[config.mk]
export PLATFORM = sky130hd
export DESIGN_NAME = mem_access_unit
export DESIGN_NICKNAME = d
export VERILOG_FILES = /design/src/rtl/mem_access_unit.sv
export SDC_FILE = /design/constraint.sdc
export NUM_CORES = 1
export LEC_CHECK = 0
export ABC_AREA = 0
export BUFFER_PORTS_ARGS = -buffer_cell sky130_fd_sc_hd__buf_2
export CORE_ASPECT_RATIO = 0.7
export CORE_UTILIZATION = 40
export CTS_BUF_LIST = sky130_fd_sc_hd__clkbuf_16
export DETAILED_ROUTE_END_ITERATION = 7
export HOLD_SLACK_MARGIN = 0.1
export PLACE_DENSITY = 0.64
export SETUP_SLACK_MARGIN = 0.3
export SLEW_MARGIN = 20
export SYNTH_ARGS = -nofsm -noshare
export SYNTH_HDL_FRONTEND = slang
export SYNTH_SLANG_ARGS = --single-unit
[constraint.sdc]
create_clock -name iClk -period 4.2 [get_ports iClk]
set_input_delay 0.42 -clock iClk [delete_from_list [all_inputs] [get_ports iClk]]
set_output_delay 0.42 -clock iClk [all_outputs]
set_load 0.005 [all_outputs]
[src/rtl/mem_access_unit.sv]
// Memory access unit: muxes fetch/data addresses, formats stores, extends loads, handshakes with the bus.
// Optional ack watchdog enabled by defining MEM_ACCESS_TIMEOUT_EN.
module mem_access_unit #(
    parameter logic [31:0] RESET_INST     = 32'h00000013,
    parameter int unsigned TIMEOUT_CYCLES = 64
) (
    input  logic        iClk,
    input  logic        iRst,
    input  logic [31:0] iPC,
    input  logic [31:0] iALUOut,
    input  logic [31:0] iWriteData,
    input  logic        iIorD,
    input  logic        iMemRead,
    input  logic        iMemWrite,
    input  logic        iWriteIR,
    input  logic [2:0]  iFunct3,
    output logic        oBusReq,
    output logic        oBusWe,
    output logic [31:0] oBusAddr,
    output logic [31:0] oBusWData,
    output logic [3:0]  oBusBe,
    input  logic        iBusAck,
    input  logic [31:0] iBusRData,
    output logic [31:0] oInst,
    output logic [31:0] oMDR,
    output logic        oBusy,
    output logic        oDone,
    output logic        oMisalign,
    output logic        oBusErr
);

    typedef enum logic [1:0] {S_IDLE, S_REQ, S_RESP} state_t;
    typedef enum logic [1:0] {SZ_BYTE, SZ_HALF, SZ_WORD} size_t;

    if (TIMEOUT_CYCLES == 0) begin : g_bad_timeout
        $error("TIMEOUT_CYCLES must be nonzero");
    end

    state_t      state_q, state_d;
    logic [31:0] addr_q, addr_d, wdata_q, wdata_d, inst_q, inst_d, mdr_q, mdr_d;
    logic [3:0]  be_q, be_d;
    logic        we_q, we_d, fetch_q, fetch_d;
    logic [2:0]  ldop_q, ldop_d;
    logic        done_q, done_d, mis_q, mis_d;

    logic [31:0] req_addr, st_data, ld_ext;
    logic [3:0]  st_be;
    logic        misaligned;
    size_t       size;
    logic [7:0]  lane_b;
    logic [15:0] lane_h;

`ifdef MEM_ACCESS_TIMEOUT_EN
    localparam int unsigned CW = $clog2(TIMEOUT_CYCLES + 1);
    logic [CW-1:0] cnt_q, cnt_d;
    logic          err_q, err_d;
`endif

    // Request decode: fetches are always words; store and load width tables differ for 1xx codes.
    always_comb begin
        req_addr = iIorD ? iALUOut : iPC;
        if (!iIorD) begin
            size = SZ_WORD;
        end else if (iMemWrite) begin
            case (iFunct3)
                3'b000:  size = SZ_BYTE;
                3'b001:  size = SZ_HALF;
                default: size = SZ_WORD;
            endcase
        end else begin
            case (iFunct3)
                3'b000, 3'b100: size = SZ_BYTE;
                3'b001, 3'b101: size = SZ_HALF;
                default:        size = SZ_WORD;
            endcase
        end
        misaligned = ((size == SZ_WORD) && (req_addr[1:0] != 2'b00)) ||
                     ((size == SZ_HALF) && req_addr[0]);
        case (size)
            SZ_BYTE: begin
                st_be   = 4'b0001 << req_addr[1:0];
                st_data = {4{iWriteData[7:0]}};
            end
            SZ_HALF: begin
                st_be   = req_addr[1] ? 4'b1100 : 4'b0011;
                st_data = {2{iWriteData[15:0]}};
            end
            default: begin
                st_be   = 4'b1111;
                st_data = iWriteData;
            end
        endcase
    end

    always_comb begin
        case (addr_q[1:0])
            2'd0:    lane_b = iBusRData[7:0];
            2'd1:    lane_b = iBusRData[15:8];
            2'd2:    lane_b = iBusRData[23:16];
            default: lane_b = iBusRData[31:24];
        endcase
        lane_h = addr_q[1] ? iBusRData[31:16] : iBusRData[15:0];
        case (ldop_q)
            3'b000:  ld_ext = {{24{lane_b[7]}}, lane_b};
            3'b001:  ld_ext = {{16{lane_h[15]}}, lane_h};
            3'b100:  ld_ext = {24'b0, lane_b};
            3'b101:  ld_ext = {16'b0, lane_h};
            default: ld_ext = iBusRData;
        endcase
    end

    always_comb begin
        state_d = state_q;
        addr_d  = addr_q;
        wdata_d = wdata_q;
        be_d    = be_q;
        we_d    = we_q;
        fetch_d = fetch_q;
        ldop_d  = ldop_q;
        inst_d  = inst_q;
        mdr_d   = mdr_q;
        done_d  = 1'b0;
        mis_d   = 1'b0;
`ifdef MEM_ACCESS_TIMEOUT_EN
        cnt_d   = cnt_q;
        err_d   = 1'b0;
`endif
        case (state_q)
            S_IDLE: begin
                if (iMemRead || iMemWrite) begin
                    if (misaligned) begin
                        mis_d = 1'b1;
                    end else begin
                        addr_d  = req_addr;
                        we_d    = iMemWrite;
                        be_d    = iMemWrite ? st_be : 4'b1111;
                        wdata_d = iMemWrite ? st_data : '0;
                        fetch_d = iWriteIR;
                        ldop_d  = iIorD ? iFunct3 : 3'b010;
                        state_d = S_REQ;
`ifdef MEM_ACCESS_TIMEOUT_EN
                        cnt_d   = '0;
`endif
                    end
                end
            end
            S_REQ: begin
                if (iBusAck) begin
                    if (!we_q) begin
                        if (fetch_q) inst_d = iBusRData;
                        else         mdr_d  = ld_ext;
                    end
                    done_d  = 1'b1;
                    state_d = S_RESP;
                end
`ifdef MEM_ACCESS_TIMEOUT_EN
                else if (cnt_q == CW'(TIMEOUT_CYCLES - 1)) begin
                    err_d   = 1'b1;
                    state_d = S_IDLE;
                end else begin
                    cnt_d = cnt_q + 1'b1;
                end
`endif
            end
            default: state_d = S_IDLE;
        endcase
    end

    always_ff @(posedge iClk) begin
        if (iRst) begin
            state_q <= S_IDLE;
            addr_q  <= '0;
            wdata_q <= '0;
            be_q    <= '0;
            we_q    <= 1'b0;
            fetch_q <= 1'b0;
            ldop_q  <= '0;
            inst_q  <= RESET_INST;
            mdr_q   <= '0;
            done_q  <= 1'b0;
            mis_q   <= 1'b0;
        end else begin
            state_q <= state_d;
            addr_q  <= addr_d;
            wdata_q <= wdata_d;
            be_q    <= be_d;
            we_q    <= we_d;
            fetch_q <= fetch_d;
            ldop_q  <= ldop_d;
            inst_q  <= inst_d;
            mdr_q   <= mdr_d;
            done_q  <= done_d;
            mis_q   <= mis_d;
        end
    end

`ifdef MEM_ACCESS_TIMEOUT_EN
    always_ff @(posedge iClk) begin
        if (iRst) begin
            cnt_q <= '0;
            err_q <= 1'b0;
        end else begin
            cnt_q <= cnt_d;
            err_q <= err_d;
        end
    end
    assign oBusErr = err_q;
`else
    assign oBusErr = 1'b0;
`endif

    assign oBusReq   = (state_q == S_REQ);
    assign oBusy     = (state_q != S_IDLE);
    assign oBusWe    = we_q;
    assign oBusAddr  = addr_q;
    assign oBusWData = wdata_q;
    assign oBusBe    = be_q;
    assign oInst     = inst_q;
    assign oMDR      = mdr_q;
    assign oDone     = done_q;
    assign oMisalign = mis_q;

endmodule

; After elaboration in Yosys (flattened, before gate mapping)
; Index checks and enable logic that the tools add are counted.
[classes]
reduce_logical = 19
n_eq_ne = 14
bitwise = 6
mux = 20
shift = 1
[op_table]
columns = cell, n
row1 = 32-bit one-hot mux with 4 select lines, 1
row2 = 32-bit 2-to-1 mux, 2
row3 = 32-bit one-hot mux with 2 select lines, 1
row4 = 8-bit one-hot mux with 3 select lines, 1
row5 = 16-bit 2-to-1 mux, 1
row6 = 3-bit equality test (second input constant), 4
row7 = 2-bit one-hot mux with 2 select lines, 3
row8 = 2-bit 2-to-1 mux, 5
row9 = 4-bit 2-to-1 mux, 2
row10 = 4-bit one-hot mux with 2 select lines, 1
row11 = 4-bit AND reduction, 2
row12 = 2-bit by 1-bit equality test with 1-bit output (second input constant), 3
row13 = 3-bit by 1-bit equality test with 1-bit output (second input constant), 2
row14 = 2-bit zero test, 3
row15 = 3-bit zero test, 2
row16 = 1-bit NOT, 6
row17 = 3-bit AND reduction, 2
row18 = 2-bit OR reduction, 3
row19 = 2-bit equality test (second input constant), 2
row20 = 2-bit inequality test (second input constant), 2
row21 = 2-bit nonzero test, 2
row22 = 1-bit by 2-bit left shift with 4-bit output (first input constant), 1
row23 = 3-bit 2-to-1 mux, 1
row24 = 3-bit OR reduction, 1
row25 = 4 further kinds, 7
[totals]
inputBits = 138
output_inout_bits = 138
regBits = 141
elab_cells = 71

; Logic depth before layout (Yosys ltp)
; Gate-level depths: netlist (run 1).
[depth]
word_depth = 11
depth_mapped = 7
mapped_depth_nobuf = 5

; Worst setup path before layout (run 1)
; No wires, ideal clock.
[synth_path]
kind = input -> register
from = input iIorD
to = register addr_q[17] (netlist: oBusAddr[17])
n_path_buf = 3
t_required_ps = 4054
path_slack_ps = 2365
setup_ps = 146
arrival_ps = 1689
stages = 7
cell_sequence = mux2_4 > buf_6 > and2_1 > buf_6 > o21ai_4 > buf_4 > a211oi_2
[synth_via]
elab_chain_len = 6
word_cells_on_any_way = 10
classes_between = eq/ne (2) / mux (2) / bitwise (1) / reduce/logical (5)
[synth_lines]
columns = element, line
row1 = "start, declared", 12  ; input logic iIorD,
row2 = 2-bit 2-to-1 mux or 32-bit 2-to-1 mux (tied branches), "62, 61"
row3 = 2-bit equality test (tied with other cells), 77  ; misaligned = ((size == SZ_WORD) && (req_addr[1:0] != 2'b00)) ||
row4 = 1-bit logical AND (on tied branches), "77, 78"
row5 = 1-bit logical OR, 77
row6 = 1-bit NOT (no source line), --
row7 = 3-bit AND reduction (no source line), --
row8 = "end signal, assigned", 184  ; addr_q <= addr_d;
row9 = "end, declared", 40  ; logic [31:0] addr_q, addr_d, wdata_q, wdata_d, inst_q, inst_d, mdr_q, mdr_d;
; Several ways; a longest one is shown, not always the timed one.
; A chain may end at the register's enable or synchronous reset.

; Worst setup path after layout (run 1)
[layout_path]
from = input iIorD
to = register addr_q[23] (netlist: oBusAddr[23])
; The elaborated chain is that of the path after synthesis.

==> results_tabular.tex, run 1 <==
\begin{tabular}{lr}
\hline
Metric & Value \\
\hline
\multicolumn{2}{l}{\textbf{Power and ir drop}} \\
Power Total & 0.003522 W \\
Total power divided by cell area & 400.7 nW/µm² \\
Leak & 3.864 nW \\
Peak supply drop & 221.7 µV \\
\multicolumn{2}{l}{\textbf{Synth}} \\
Top FF cell, synth & sky130\_fd\_sc\_hd\_\_dfxtp\_1 \\
Mapped Cells & 763 \\
Post-Syn Nets & 901 \\
\#FFs+latches synth & 141 \\
Number of flops mapped to enable cells by yosys & 0 \\
Share of the yosys chip area belonging to registers & 41.24\% \\
Mapped Area & 6845 µm² \\
Distinct cell type count of the synthesized netlist & 55 \\
Share of async-settable or async-resettable flops after synthesis & 0\% \\
Number of warnings issued by yosys & 0 \\
Synthesized area per cell & 8.972 µm² \\
\multicolumn{2}{l}{\textbf{Placement}} \\
Post-DP HPWL & 15,870 µm \\
Post-Place Setup Slack & 1509 ps \\
Placed Instances & 1,202 \\
Number of port buffers & 274 \\
Weighted congestion reported at the end of routability-driven placement & 0.8397 \\
\multicolumn{2}{l}{\textbf{Finish}} \\
Fin nets & 1,134 \\
Area added between synthesis and finish & 28.42\% \\
Fin cells & 1,234 \\
Diodes inserted & 0 \\
Fraction of final layout cells sized beyond drive strength 1 & 38.16\% \\
\multicolumn{2}{l}{\textbf{Global route}} \\
First-pass GRT wire length & 33,780 µm \\
Number of antenna violations at the first check in global routing & 0 \\
Tot GR Track Use & 24.94\% \\
Overall overflow remaining after global route & 0 \\
Largest net degree at the start of global routing & 77 \\
Number of global-route vias before repair & 6,087 \\
\multicolumn{2}{l}{\textbf{Detailed routing}} \\
Uppermost layer routed & met4 \\
Total vias in the final route & 6,699 \\
Met1 layer wirelength in the final routing & 10,460 µm \\
Number of detailed-route iterations in the first pass & 5 \\
Final routed DRC violation total & 0 \\
Met2 Routed Length & 9490 µm \\
Final wirelength & 22,130 µm \\
Initial detailed-routing violation count & 506 \\
Routed wire per std cell & 17.93 µm \\
Via density & 5.429 \\
ANT nets after route & 0 \\
Total length of routed met3 wires & 1934 µm \\
\multicolumn{2}{l}{\textbf{Critical path}} \\
Crit path capture type & register \\
Capture point of the worst path & oBusAddr[23] \\
Classification of the worst setup path & primary input to register \\
Required time at the worst-slack endpoint & 4470 ps \\
Arrival time at the worst endpoint & 2560 ps \\
Startpoint kind of the worst setup timing path & primary input \\
Stage delay of the slowest cell on the critical path & 550 ps \\
Most common cell type on the critical path & sky130\_fd\_sc\_hd\_\_buf\_4 \\
Worst reg2reg setup slack & 1930 ps \\
Startpoint of the lowest-slack register-to-register path & state\_q[1] \\
Origin of the worst setup path & iIorD \\
Reg-to-Reg End & oMDR[25] \\
Cell depth of the worst flop-to-flop path & 4 \\
Slowest library cell on the worst path & sky130\_fd\_sc\_hd\_\_o21ai\_4 \\
Cell chain of the critical path & buf\_2 -> nor2b\_1 -> buf\_4 -> nand4\_1 -> o21ai\_4 -> buf\_4 -> a211oi\_2 \\
Max Fanout on Critical Path & 30 \\
\multicolumn{2}{l}{\textbf{Clock tree}} \\
Post-CTS setup buffers & 0 \\
CTS Hold Buffers Added & 0 \\
Clk slew on worst S/H paths & 70 ps \\
CTS tree & built \\
Cell at the root of the clock tree & sky130\_fd\_sc\_hd\_\_clkbuf\_16 \\
CTS Buf Count & 17 \\
\# resized after CTS & 0 \\
H-tree levels & 4 \\
Worst-case clock buffer depth & 2 \\
Clock latency on the worst-skew pair & 430 ps \\
Clock Sink Count & 141 \\
\multicolumn{2}{l}{\textbf{Flow run}} \\
Max-cap violations & 0 \\
\multicolumn{2}{l}{\textbf{STA}} \\
Slew @ Worst Pin & 1109 ps \\
Post-route clock skew & 10.94 ps \\
Post-route clock period utilization & 54.51\% \\
Final-report setup violation count & 0 \\
Final-layout setup total negative slack & 0 ps \\
Final count of hold timing violations & 0 \\
Maximum operating frequency & 436.8 MHz \\
Number of slew-limit violations in the final report & 0 \\
Worst Slack Setup Final & 1911 ps \\
Clock period minus final worst setup slack & 2289 ps \\
Setup repair after global routing missed its margin & no \\
Relative slew margins & 25.90\% \\
\multicolumn{2}{l}{\textbf{Status}} \\
Outcome & finished, final reports clean \\
\multicolumn{2}{l}{\textbf{Floorplanning}} \\
Die W & 158.4 µm \\
Area of the core region & 16,540 µm² \\
Vert. Die Dim & 111.5 µm \\
Initial core utilization & 41.38\% \\
Row count & 39 \\
Area enclosed by the die boundary & 17,650 µm² \\
Total I/O pin count & 276 \\
\multicolumn{2}{l}{\textbf{Worst hold path}} \\
Worst hold path class & primary input to register \\
\hline
\end{tabular}
[cells by family after synthesis]
| family | after synthesis | synth area share [%] |
|---|---|---|
| AND/OR/NAND/NOR | 224 | 15.23 |
| flip-flops | 141 | 41.24 |
| multiplexers | 56 | 8.847 |
| buffers and inverters | 91 | 6.251 |
| AO/OA/AOI/OAI | 250 | 28.39 |
| other | 1 | 0.05478 |
[sequential cells by signal (all words and copies together) (netlist names)]
| name | cells |
|---|---|
| fetch_q | 1 |
| ldop_q | 3 |
| oBusAddr | 32 |
| oBusBe | 4 |
| oBusWData | 32 |
| oBusWe | 1 |
| oDone | 1 |
| oInst | 32 |
| oMDR | 32 |
| oMisalign | 1 |
| state_q | 2 |
[final cells by class]
type                            instances  area [µm²]
Clock buffer                           17       425.4
Clock inverter                         15       125.1
Fill cell                            1594        7751
Inverter                               18       67.56
Multi-Input combinational cell        531        3597
Sequential cell                       141        2823
Tap cell                              225       281.5
Timing Repair Buffer                  287        1471
[synthesized netlist by cell type (all sizes together), types with 2 or more instances]
| cell | instances | area, µm² |
|---|---|---|
| nor3 | 9 | 50.05 |
| nor2 | 35 | 136.4 |
| o21ai | 23 | 126.4 |
| a2111oi | 3 | 26.28 |
| a21o | 4 | 30.03 |
| and3 | 2 | 12.51 |
| nor2b | 12 | 75.07 |
| and2 | 4 | 25.02 |
| nand2b | 14 | 87.58 |
| a211oi | 92 | 855.8 |
| o211ai | 3 | 22.52 |
| o22ai | 6 | 43.79 |
| dfxtp | 141 | 2823 |
| nand2 | 117 | 439.2 |
| a32o | 4 | 40.04 |
| buf | 24 | 176.4 |
| nand3 | 22 | 110.1 |
| o2111a | 5 | 56.30 |
| mux2 | 17 | 198.9 |
| o2bb2ai | 12 | 105.1 |
| a21oi | 63 | 315.3 |
| mux2i | 38 | 384.1 |
| a22oi | 8 | 60.06 |
| o221ai | 7 | 61.31 |
| nand4 | 2 | 18.77 |
| clkbuf | 49 | 183.9 |
| a41o | 7 | 70.07 |
| a311o | 7 | 70.07 |
| nor4 | 2 | 42.54 |
| inv | 17 | 63.81 |
| o221a | 3 | 33.78 |
[power breakdown]
| group | internal (W) | switching [W] | total [W] |
|---|---|---|---|
| clock | 0.000773 | 0.000649 | 0.00142 |
| sequential | 0.00142 | 0.0000454 | 0.00146 |
| combinational | 0.000267 | 0.000371 | 0.000638 |
[worst min path at each step]
stage | from | to | slack [ps] | cells past startpoint
final | iBusRData[4] | oInst[4] | 230 | 3
after global routing | iBusRData[1] | oInst[1] | 250 | 3
after CTS | iBusRData[4] | oInst[4] | 230 | 3
after detailed placement | oBusBe[0] | oBusBe[0] | 440 | 2
after global placement | oBusBe[0] | oBusBe[0] | 430 | 2
after floorplan | oBusBe[0] | oBusBe[0] | 440 | 2
[layout by cell type, fill, tap and decap left out, types with 4 or more instances in the layout]
master	instances
sky130_fd_sc_hd__nor2b_1	12
sky130_fd_sc_hd__a21oi_1	63
sky130_fd_sc_hd__mux2i_1	37
sky130_fd_sc_hd__buf_2	273
sky130_fd_sc_hd__nor2_1	33
sky130_fd_sc_hd__mux2_2	14
sky130_fd_sc_hd__buf_4	14
sky130_fd_sc_hd__a311o_1	7
sky130_fd_sc_hd__nand2b_1	14
sky130_fd_sc_hd__o2bb2ai_1	12
sky130_fd_sc_hd__nand3_1	22
sky130_fd_sc_hd__nor3_1	8
sky130_fd_sc_hd__a22oi_1	8
sky130_fd_sc_hd__and2_1	4
sky130_fd_sc_hd__inv_1	16
sky130_fd_sc_hd__o221ai_1	7
sky130_fd_sc_hd__clkbuf_16	17
sky130_fd_sc_hd__a21o_1	4
sky130_fd_sc_hd__o21ai_0	20
sky130_fd_sc_hd__a32o_1	4
sky130_fd_sc_hd__dfxtp_1	141
sky130_fd_sc_hd__a211oi_2	33
sky130_fd_sc_hd__inv_6	8
sky130_fd_sc_hd__o22ai_1	5
sky130_fd_sc_hd__clkinvlp_4	4
sky130_fd_sc_hd__o2111a_1	5
sky130_fd_sc_hd__a41o_1	7
sky130_fd_sc_hd__nand2_1	116
sky130_fd_sc_hd__a211oi_1	59
[routing by layer]
layer | track usage, % | up-vias
met1 | 36.06 | 3125
met5 | 0 | -
met3 | 5.489 | 18
met4 | 7.564 | 0
li1 | - | 3264
met2 | 36.70 | 292
[critical path: cells and delay by family]
family | cells | cell delay, ps
buf+inv | 3 | 920
simple gates | 2 | 500
compound gates | 2 | 680
[per-stage QoR]
step	utilization (%)	hold WS, ps	area (µm²)
6_report	53.14	234.6	8791
5_1_grt	53.14	249.0	8791
4_1_cts	53.13	225.4	8788
3_5_place_dp	49.80	438.6	8238
3_3_place_gp	49.80	434.5	8238
2_1_floorplan	-	439.9	6845
Power figures use the tool's default switching activity.
==> run 2: changes to the inputs <==
--- a/config.mk
+++ b/config.mk
@@ -12,7 +12,7 @@
 export CTS_BUF_LIST = sky130_fd_sc_hd__clkbuf_16
 export DETAILED_ROUTE_END_ITERATION = 7
 export HOLD_SLACK_MARGIN = 0.1
-export PLACE_DENSITY = 0.64
+export PLACE_DENSITY = 0.67
 export SETUP_SLACK_MARGIN = 0.3
 export SLEW_MARGIN = 20
 export SYNTH_ARGS = -nofsm -noshare
==> constraint.sdc (replaced) <==
create_clock -name iClk -period 2 [get_ports iClk]
set_input_delay 0.2 -clock iClk [delete_from_list [all_inputs] [get_ports iClk]]
set_output_delay 0.2 -clock iClk [all_outputs]
set_load 0.005 [all_outputs]
==> run 2 against run 1 <==
Effect of this change:
- die area stayed put
- largest cell class unchanged
- wire length is 5.7% higher
- design area is 11% higher
- critical endpoint is now ldop_q[0]
- sequential power is 110% higher
- global-route usage is 1.3 points higher
==> results_tabular.tex, run 2 (synthesis results as in run 1) <==
\begin{tabular}{lr}
\hline
Metric & Value \\
\hline
\multicolumn{2}{l}{\textbf{Status}} \\
Outcome & finished, final reports clean \\
\multicolumn{2}{l}{\textbf{Finish}} \\
Fin nets & 1,221 (+7.7\%) \\
Leading cell type in the layout, fill and taps excluded & sky130\_fd\_sc\_hd\_\_buf\_2 \\
Fraction of final layout cells sized beyond drive strength 1 & 39.14\% (+0.99 points) \\
Diodes inserted & 0 (unchanged) \\
Total of fill cells in the finished design & 1,464 (-8.2\%) \\
Final core occ & 58.88\% (+5.7 points) \\
Sequential cell area & 2824 µm² (about the same) \\
Most frequent cells in the layout & sky130\_fd\_sc\_hd\_\_buf\_2, sky130\_fd\_sc\_hd\_\_dfxtp\_1, sky130\_fd\_sc\_hd\_\_nand2\_1 \\
Area of the multi-input gates & 3659 µm² (+1.7\%) \\
Area added between synthesis and finish & 42.28\% \\
Fin cells & 1,321 (+7.1\%) \\
\multicolumn{2}{l}{\textbf{STA}} \\
Final-layout setup total negative slack & 0 ps (unchanged) \\
Clock period minus final worst setup slack & 1774 ps \\
Relative slew margins & 27.20\% (+1.3 points) \\
Setup repair after global routing missed its margin & yes \\
Maximum operating frequency & 563.6 MHz \\
Slew @ Worst Pin & 1090 ps (-19.49 ps) \\
Final count of hold timing violations & 0 (unchanged) \\
Post-route clock skew & 8.816 ps (-2.123 ps) \\
Post-route clock period utilization & 88.71\% \\
Final-report setup violation count & 0 (unchanged) \\
Number of slew-limit violations in the final report & 0 (unchanged) \\
Worst Slack Setup Final & 225.7 ps (-1685 ps) \\
\multicolumn{2}{l}{\textbf{Power and ir drop}} \\
Sequential cell fraction of total power & 39.5\% (-2.0 points) \\
Logic gate share of total power & 19.9\% (+1.8 points) \\
Peak supply drop & 464.3 µV (+110\%) \\
Switching power summed over all nets & 0.002318 W (+120\%) \\
Total power divided by cell area & 796.0 nW/µm² (+99\%) \\
Power share of the clock group & 40.6\% (+0.2 points) \\
Leak & 4.292 nW (+11\%) \\
Internal power summed over all cells & 0.005434 W (+120\%) \\
Sw Share & 29.90\% (-0.37 points) \\
\multicolumn{2}{l}{\textbf{Critical path}} \\
Slowest library cell on the worst path & sky130\_fd\_sc\_hd\_\_buf\_4 \\
Stage delay of the slowest cell on the critical path & 410 ps (-140 ps) \\
Max Fanout on Critical Path & 35 (+17\%) \\
Classification of the worst setup path & register to register \\
Arrival time at the worst endpoint & 2090 ps (-470 ps) \\
Crit path capture type & register \\
Required time at the worst-slack endpoint & 2320 ps (-2150 ps) \\
Cell chain of the critical path & nor2\_2 -> inv\_2 -> nor4\_4 -> buf\_4 -> a2111oi\_0 -> a41o\_1 \\
Startpoint kind of the worst setup timing path & register \\
\multicolumn{2}{l}{\textbf{Clock tree}} \\
Clk slew on worst S/H paths & 60 ps (about the same) \\
Worst-case clock buffer depth & 2 (unchanged) \\
Cell at the root of the clock tree & sky130\_fd\_sc\_hd\_\_clkbuf\_16 \\
Clock latency on the worst-skew pair & 430 ps (about the same) \\
Clock Sink Count & 141 (unchanged) \\
H-tree levels & 4 (unchanged) \\
CTS Buf Count & 17 (unchanged) \\
CTS tree & built \\
\multicolumn{2}{l}{\textbf{Detailed routing}} \\
Routed wire per std cell & 17.70 µm (-1.3\%) \\
Final routed DRC violation total & 0 (unchanged) \\
ANT nets after route & 0 (unchanged) \\
Final wirelength & 23,380 µm (+5.7\%) \\
Number of detailed-route iterations in the first pass & 7 (+2) \\
Via density & 5.446 (+0.32\%) \\
Total vias in the final route & 7,194 (+7.4\%) \\
Initial detailed-routing violation count & 520 (+2.8\%) \\
\multicolumn{2}{l}{\textbf{Global route}} \\
Overall overflow remaining after global route & 0 (unchanged) \\
Number of antenna violations at the first check in global routing & 0 (unchanged) \\
First-pass GRT wire length & 35,450 µm (+4.9\%) \\
Largest net degree at the start of global routing & 87 (+13\%) \\
Tot GR Track Use & 26.22\% (+1.3 points) \\
Number of global-route vias before repair & 6,604 (+8.5\%) \\
\multicolumn{2}{l}{\textbf{Flow run}} \\
Max-cap violations & 0 (unchanged) \\
\multicolumn{2}{l}{\textbf{Placement}} \\
Number of port buffers & 274 (unchanged) \\
Placed Instances & 1,233 (+2.6\%) \\
Post-DP HPWL & 16,030 µm (+1.0\%) \\
Post-Place Setup Slack & 45.48 ps (-1464 ps) \\
Weighted congestion reported at the end of routability-driven placement & 0.8125 (-3.2\%) \\
\multicolumn{2}{l}{\textbf{Floorplanning}} \\
Row count & 39 (unchanged) \\
Area enclosed by the die boundary & 17,650 µm² (unchanged) \\
Total I/O pin count & 276 (unchanged) \\
Die W & 158.4 µm (unchanged) \\
Area of the core region & 16,540 µm² (unchanged) \\
Vert. Die Dim & 111.5 µm (unchanged) \\
Initial core utilization & 41.38\% (unchanged) \\
\multicolumn{2}{l}{\textbf{Worst hold path}} \\
Worst hold path class & primary input to register \\
\hline
\end{tabular}
run 2: cell count changes in the layout (fill, tap and decap cells not counted), moves of 4 or more:
cell | previous run | this run
sky130_fd_sc_hd__buf_12 | 0 | 4
sky130_fd_sc_hd__dlygate4sd3_1 | 0 | 54
sky130_fd_sc_hd__o221ai_1 | 7 | 3
sky130_fd_sc_hd__buf_4 | 14 | 38
sky130_fd_sc_hd__buf_6 | 0 | 6
sky130_fd_sc_hd__o221ai_2 | 0 | 4
run 2: metrics by stage:
| step | power (W) | cell area (µm²) | hold slack, ps |
|---|---|---|---|
| final | 0.007753 | 9739 | 119.2 |
| after detailed placement | 0.004527 | 8521 | 445.6 |
| after floorplan | 0.003946 | 6849 | 324.2 |
| after global routing | 0.008082 | 9739 | 113.6 |
| after CTS | 0.007741 | 9664 | 104.4 |
| after global placement | 0.004510 | 8521 | 440.0 |
run 2: final timing paths:
| check | from | to | slack [ps] | depth (start not counted) |
|---|---|---|---|---|
| setup / recovery | state_q[0] | ldop_q[0] | 230 | 6 |
| setup reg to reg | state_q[0] | ldop_q[0] | 230 | 6 |
| hold / removal | iWriteData[25] | oBusWData[25] | 120 | 3 |
| hold reg to reg | oInst[12] | oInst[12] | 450 | 2 |
run 2: repair_timing:
| action | 4_1_cts | 5_1_grt |
|---|---|---|
| endpoints found under the hold margin | 69 | 0 |
| endpoints found under the setup margin | 54 | 84 |
| resized for setup | 6 | 16 |
| pin swaps | 0 | 3 |
| buffers inserted | 0 | 1 |
| hold buffers | 54 | 0 |
| cloned | 0 | 1 |
run 2: metal layers:
layer	share of wire [%]	GRT usage (%)	wire length (µm)	vias up
met3	9.5	7.785	2213	36
met1	45	35.43	10510	3392
li1	-	-	-	3436
met2	44	39.68	10250	330
met4	1.7	8.654	405	0
met5	0	0	0	-
run 2: power groups by stage:
stage	Clock, W	Sequential (W)	Combinational [W]
after floorplan	0	0.00313	0.000814
after global placement	0	0.00313	0.00138
after detailed placement	0	0.00313	0.00140
after CTS	0.00318	0.00307	0.00150
after global routing	0.00333	0.00308	0.00167
final	0.00315	0.00307	0.00154
run 2: cell type report:
cell class	instances	area share, %
Clock buffer	17	4.368
Clock inverter	15	1.516
Inverter	18	0.6937
Multi-Input combinational cell	531	37.56
Sequential cell	141	29.00
Tap cell	225	2.891
Timing Repair Buffer	374	23.97
run 2: worst max-delay path, delay by kind of cell, from the launching register on:
family,cells,cell delay [ps]
DFF,1,320
and+or+nand+nor,2,450
AOI/OAI and AO/OA,2,400
buffers and inverters,2,500
==> run 3: changes to the inputs <==
--- a/config.mk
+++ b/config.mk
@@ -12,7 +12,7 @@
 export CTS_BUF_LIST = sky130_fd_sc_hd__clkbuf_16
 export DETAILED_ROUTE_END_ITERATION = 7
 export HOLD_SLACK_MARGIN = 0.1
-export PLACE_DENSITY = 0.67
+export PLACE_DENSITY = 0.64
 export SETUP_SLACK_MARGIN = 0.3
 export SLEW_MARGIN = 20
 export SYNTH_ARGS = -nofsm -noshare
==> constraint.sdc (replaced) <==
create_clock -name iClk -period 2.2 [get_ports iClk]
set_input_delay 0.22 -clock iClk [delete_from_list [all_inputs] [get_ports iClk]]
set_output_delay 0.22 -clock iClk [all_outputs]
set_load 0.005 [all_outputs]
==> run 3 against run 2 <==
Effect of this change:
- critical endpoint is now oMDR[19]
- non-clock buffer count down 32
- worst hold slack worse by 9.2 ps
- total power down 9.8%
- final cell count down 2.4%
==> results_tabular.tex, run 3 (synthesis results as in run 1) <==
\begin{tabular}{lr}
\hline
Metric & Value \\
\hline
\multicolumn{2}{l}{\textbf{Status}} \\
Outcome & finished, final reports clean \\
\multicolumn{2}{l}{\textbf{Critical path}} \\
Capture point of the worst path & oMDR[19] \\
Worst reg2reg setup slack & 390 ps (+160 ps) \\
Startpoint of the lowest-slack register-to-register path & oBusAddr[0] \\
Reg-to-Reg End & oMDR[19] \\
Required time at the worst-slack endpoint & 2480 ps (+160 ps) \\
Max Fanout on Critical Path & 16 (-54\%) \\
Classification of the worst setup path & primary input to register \\
Origin of the worst setup path & iBusRData[31] \\
Cell depth of the worst flop-to-flop path & 5 (-1) \\
Crit path capture type & register \\
Cell chain of the critical path & dlygate4sd3\_1 -> buf\_2 -> mux4\_2 -> o311a\_1 -> o22ai\_2 -> buf\_4 -> a211oi\_1 \\
Total stage count of the critical path & 7 (+1) \\
Arrival time at the worst endpoint & 2100 ps (about the same) \\
Startpoint kind of the worst setup timing path & primary input \\
Count of buffering cells on the critical path with inverters included & 3 (+1) \\
Stage delay of the slowest cell on the critical path & 530 ps (+120 ps) \\
Crit-path leading delay family & buffers and inverters \\
Slowest library cell on the worst path & sky130\_fd\_sc\_hd\_\_dlygate4sd3\_1 \\
\multicolumn{2}{l}{\textbf{Floorplanning}} \\
Area enclosed by the die boundary & 17,650 µm² (unchanged) \\
Vert. Die Dim & 111.5 µm (unchanged) \\
Area of the core region & 16,540 µm² (unchanged) \\
Die W & 158.4 µm (unchanged) \\
Total I/O pin count & 276 (unchanged) \\
Initial core utilization & 41.38\% (unchanged) \\
Row count & 39 (unchanged) \\
\multicolumn{2}{l}{\textbf{Global route}} \\
Tot GR Track Use & 25.33\% (-0.89 points) \\
Number of global-route vias before repair & 6,262 (-5.2\%) \\
Largest net degree at the start of global routing & 90 (+3.4\%) \\
Number of antenna violations at the first check in global routing & 0 (unchanged) \\
First-pass GRT wire length & 34,490 µm (-2.7\%) \\
Overall overflow remaining after global route & 0 (unchanged) \\
\multicolumn{2}{l}{\textbf{Clock tree}} \\
Clk slew on worst S/H paths & 60 ps (about the same) \\
CTS Buf Count & 17 (unchanged) \\
H-tree levels & 4 (unchanged) \\
Cell at the root of the clock tree & sky130\_fd\_sc\_hd\_\_clkbuf\_16 \\
CTS tree & built \\
Worst-case clock buffer depth & 2 (unchanged) \\
Post-CTS setup buffers & 0 (unchanged) \\
Clock Sink Count & 141 (unchanged) \\
Clock latency on the worst-skew pair & 420 ps (about the same) \\
\multicolumn{2}{l}{\textbf{Detailed routing}} \\
Via density & 5.326 (-2.2\%) \\
ANT nets after route & 0 (unchanged) \\
Number of detailed-route iterations in the first pass & 5 (-2) \\
Final routed DRC violation total & 0 (unchanged) \\
Final wirelength & 22,360 µm (-4.4\%) \\
Total vias in the final route & 6,865 (-4.6\%) \\
Initial detailed-routing violation count & 552 (+6.2\%) \\
Routed wire per std cell & 17.34 µm (-2.0\%) \\
\multicolumn{2}{l}{\textbf{STA}} \\
Final count of hold timing violations & 0 (unchanged) \\
Clock period minus final worst setup slack & 1814 ps \\
Slew @ Worst Pin & 1006 ps (-83.47 ps) \\
Maximum operating frequency & 551.1 MHz \\
Relative slew margins & 32.45\% (+5.2 points) \\
Post-route clock period utilization & 82.48\% \\
Final-report setup violation count & 0 (unchanged) \\
Final-layout setup total negative slack & 0 ps (unchanged) \\
Worst hold slack & 110.0 ps (-9.196 ps) \\
Number of slew-limit violations in the final report & 0 (unchanged) \\
Worst Slack Setup Final & 385.5 ps (+159.8 ps) \\
Setup repair after global routing missed its margin & no \\
Post-route clock skew & 8.399 ps (-0.4171 ps) \\
\multicolumn{2}{l}{\textbf{Finish}} \\
Leading cell type in the layout, fill and taps excluded & sky130\_fd\_sc\_hd\_\_buf\_2 \\
Area added between synthesis and finish & 37.74\% \\
Final core occ & 57.00\% (-1.9 points) \\
Diodes inserted & 0 (unchanged) \\
Most frequent cells in the layout & sky130\_fd\_sc\_hd\_\_buf\_2, sky130\_fd\_sc\_hd\_\_dfxtp\_1, sky130\_fd\_sc\_hd\_\_nand2\_1 \\
Fin nets & 1,189 (-2.6\%) \\
Fraction of final layout cells sized beyond drive strength 1 & 38.35\% (-0.80 points) \\
Fin cells & 1,289 (-2.4\%) \\
\multicolumn{2}{l}{\textbf{Worst hold path}} \\
Worst hold path class & primary input to register \\
\multicolumn{2}{l}{\textbf{Placement}} \\
Number of port buffers & 274 (unchanged) \\
Placed Instances & 1,221 (-0.97\%) \\
Post-Place Setup Slack & 28.37 ps (-17.10 ps) \\
Weighted congestion reported at the end of routability-driven placement & 0.8415 (+3.6\%) \\
Post-DP HPWL & 15,940 µm (-0.57\%) \\
\multicolumn{2}{l}{\textbf{Power and ir drop}} \\
Leak & 4.142 nW (-3.5\%) \\
Peak supply drop & 402.9 µV (-13\%) \\
Total power divided by cell area & 741.3 nW/µm² (-6.9\%) \\
\multicolumn{2}{l}{\textbf{Flow run}} \\
Max-cap violations & 0 (unchanged) \\
\hline
\end{tabular}
[run 3: changes by cell type in the layout (fill, tap and decap cells not counted), moves of 2 or more]
cell and change:
sky130_fd_sc_hd__buf_12 +2, sky130_fd_sc_hd__buf_4 -11, sky130_fd_sc_hd__buf_6 -6, sky130_fd_sc_hd__clkinvlp_4 +2, sky130_fd_sc_hd__dlygate4sd3_1 -18, sky130_fd_sc_hd__inv_6 -3
sky130_fd_sc_hd__o221ai_1 +2, sky130_fd_sc_hd__o221ai_2 -2
[run 3: worst reg2reg max path: stages, from the launching register on]
cell	delay, ps
sky130_fd_sc_hd__dfxtp_1	450
sky130_fd_sc_hd__mux4_2	540
sky130_fd_sc_hd__o311a_1	200
sky130_fd_sc_hd__o22ai_2	150
sky130_fd_sc_hd__buf_4	240
sky130_fd_sc_hd__a211oi_1	100
[run 3: layout make-up]
class                   instances  area (µm²)
clock buffers                  17       425.4
flip-flops and latches        141        2823
fillers                      1516        7113
repair buffers                342        2049
clock inverters                15       162.7
multi-input cells             531        3620
inverters                      18       67.56
well taps                     225       281.5
[run 3: metrics by stage]
step | cell area (µm²) | total power [W]
final | 9429 | 0.006990
after CTS | 9414 | 0.007039
after detailed placement | 8456 | 0.004102
after floorplan | 6845 | 0.003587
after global routing | 9429 | 0.007310
after global placement | 8456 | 0.004088
[run 3: timing repair]
action / CTS / global route
pin swaps: 0 / 2
endpoints found under the hold margin: 47 / 0
hold buffers: 36 / 0
resized for setup: 2 / 4
setup endpoints to repair: 2 / 65
[run 3: layer usage]
metal / vias to the layer above / routed length (µm) / track usage (%)
li1: 3372 / - / -
met1: 3199 / 10430 / 35.11
met2: 273 / 9900 / 38.74
met3: 21 / 1795 / 6.617
met4: 0 / 235 / 6.603
met5: - / 0 / 0
[run 3: power breakdown]
group / switching [W] / leakage (nW) / internal (W) / total (W)
clock: 0.00119 / 0.271 / 0.00168 / 0.00287
combinational: 0.000730 / 2.72 / 0.000597 / 0.00133
sequential: 0.0000825 / 1.15 / 0.00271 / 0.00279
total: 0.00200 / 4.14 / 0.00499 / 0.00699
[run 3: worst min path at each step]
stage              startpoint             to  slack [ps]  cells after the start
3_3_place_gp        oBusBe[0]      oBusBe[0]         430                      2
2_1_floorplan    iBusRData[0]       oInst[0]         340                      2
3_5_place_dp        oBusBe[0]      oBusBe[0]         440                      2
5_1_grt        iWriteData[14]  oBusWData[14]         100                      3
4_1_cts         iWriteData[4]   oBusWData[4]         100                      2
6_report             iWriteIR        fetch_q         110                      3
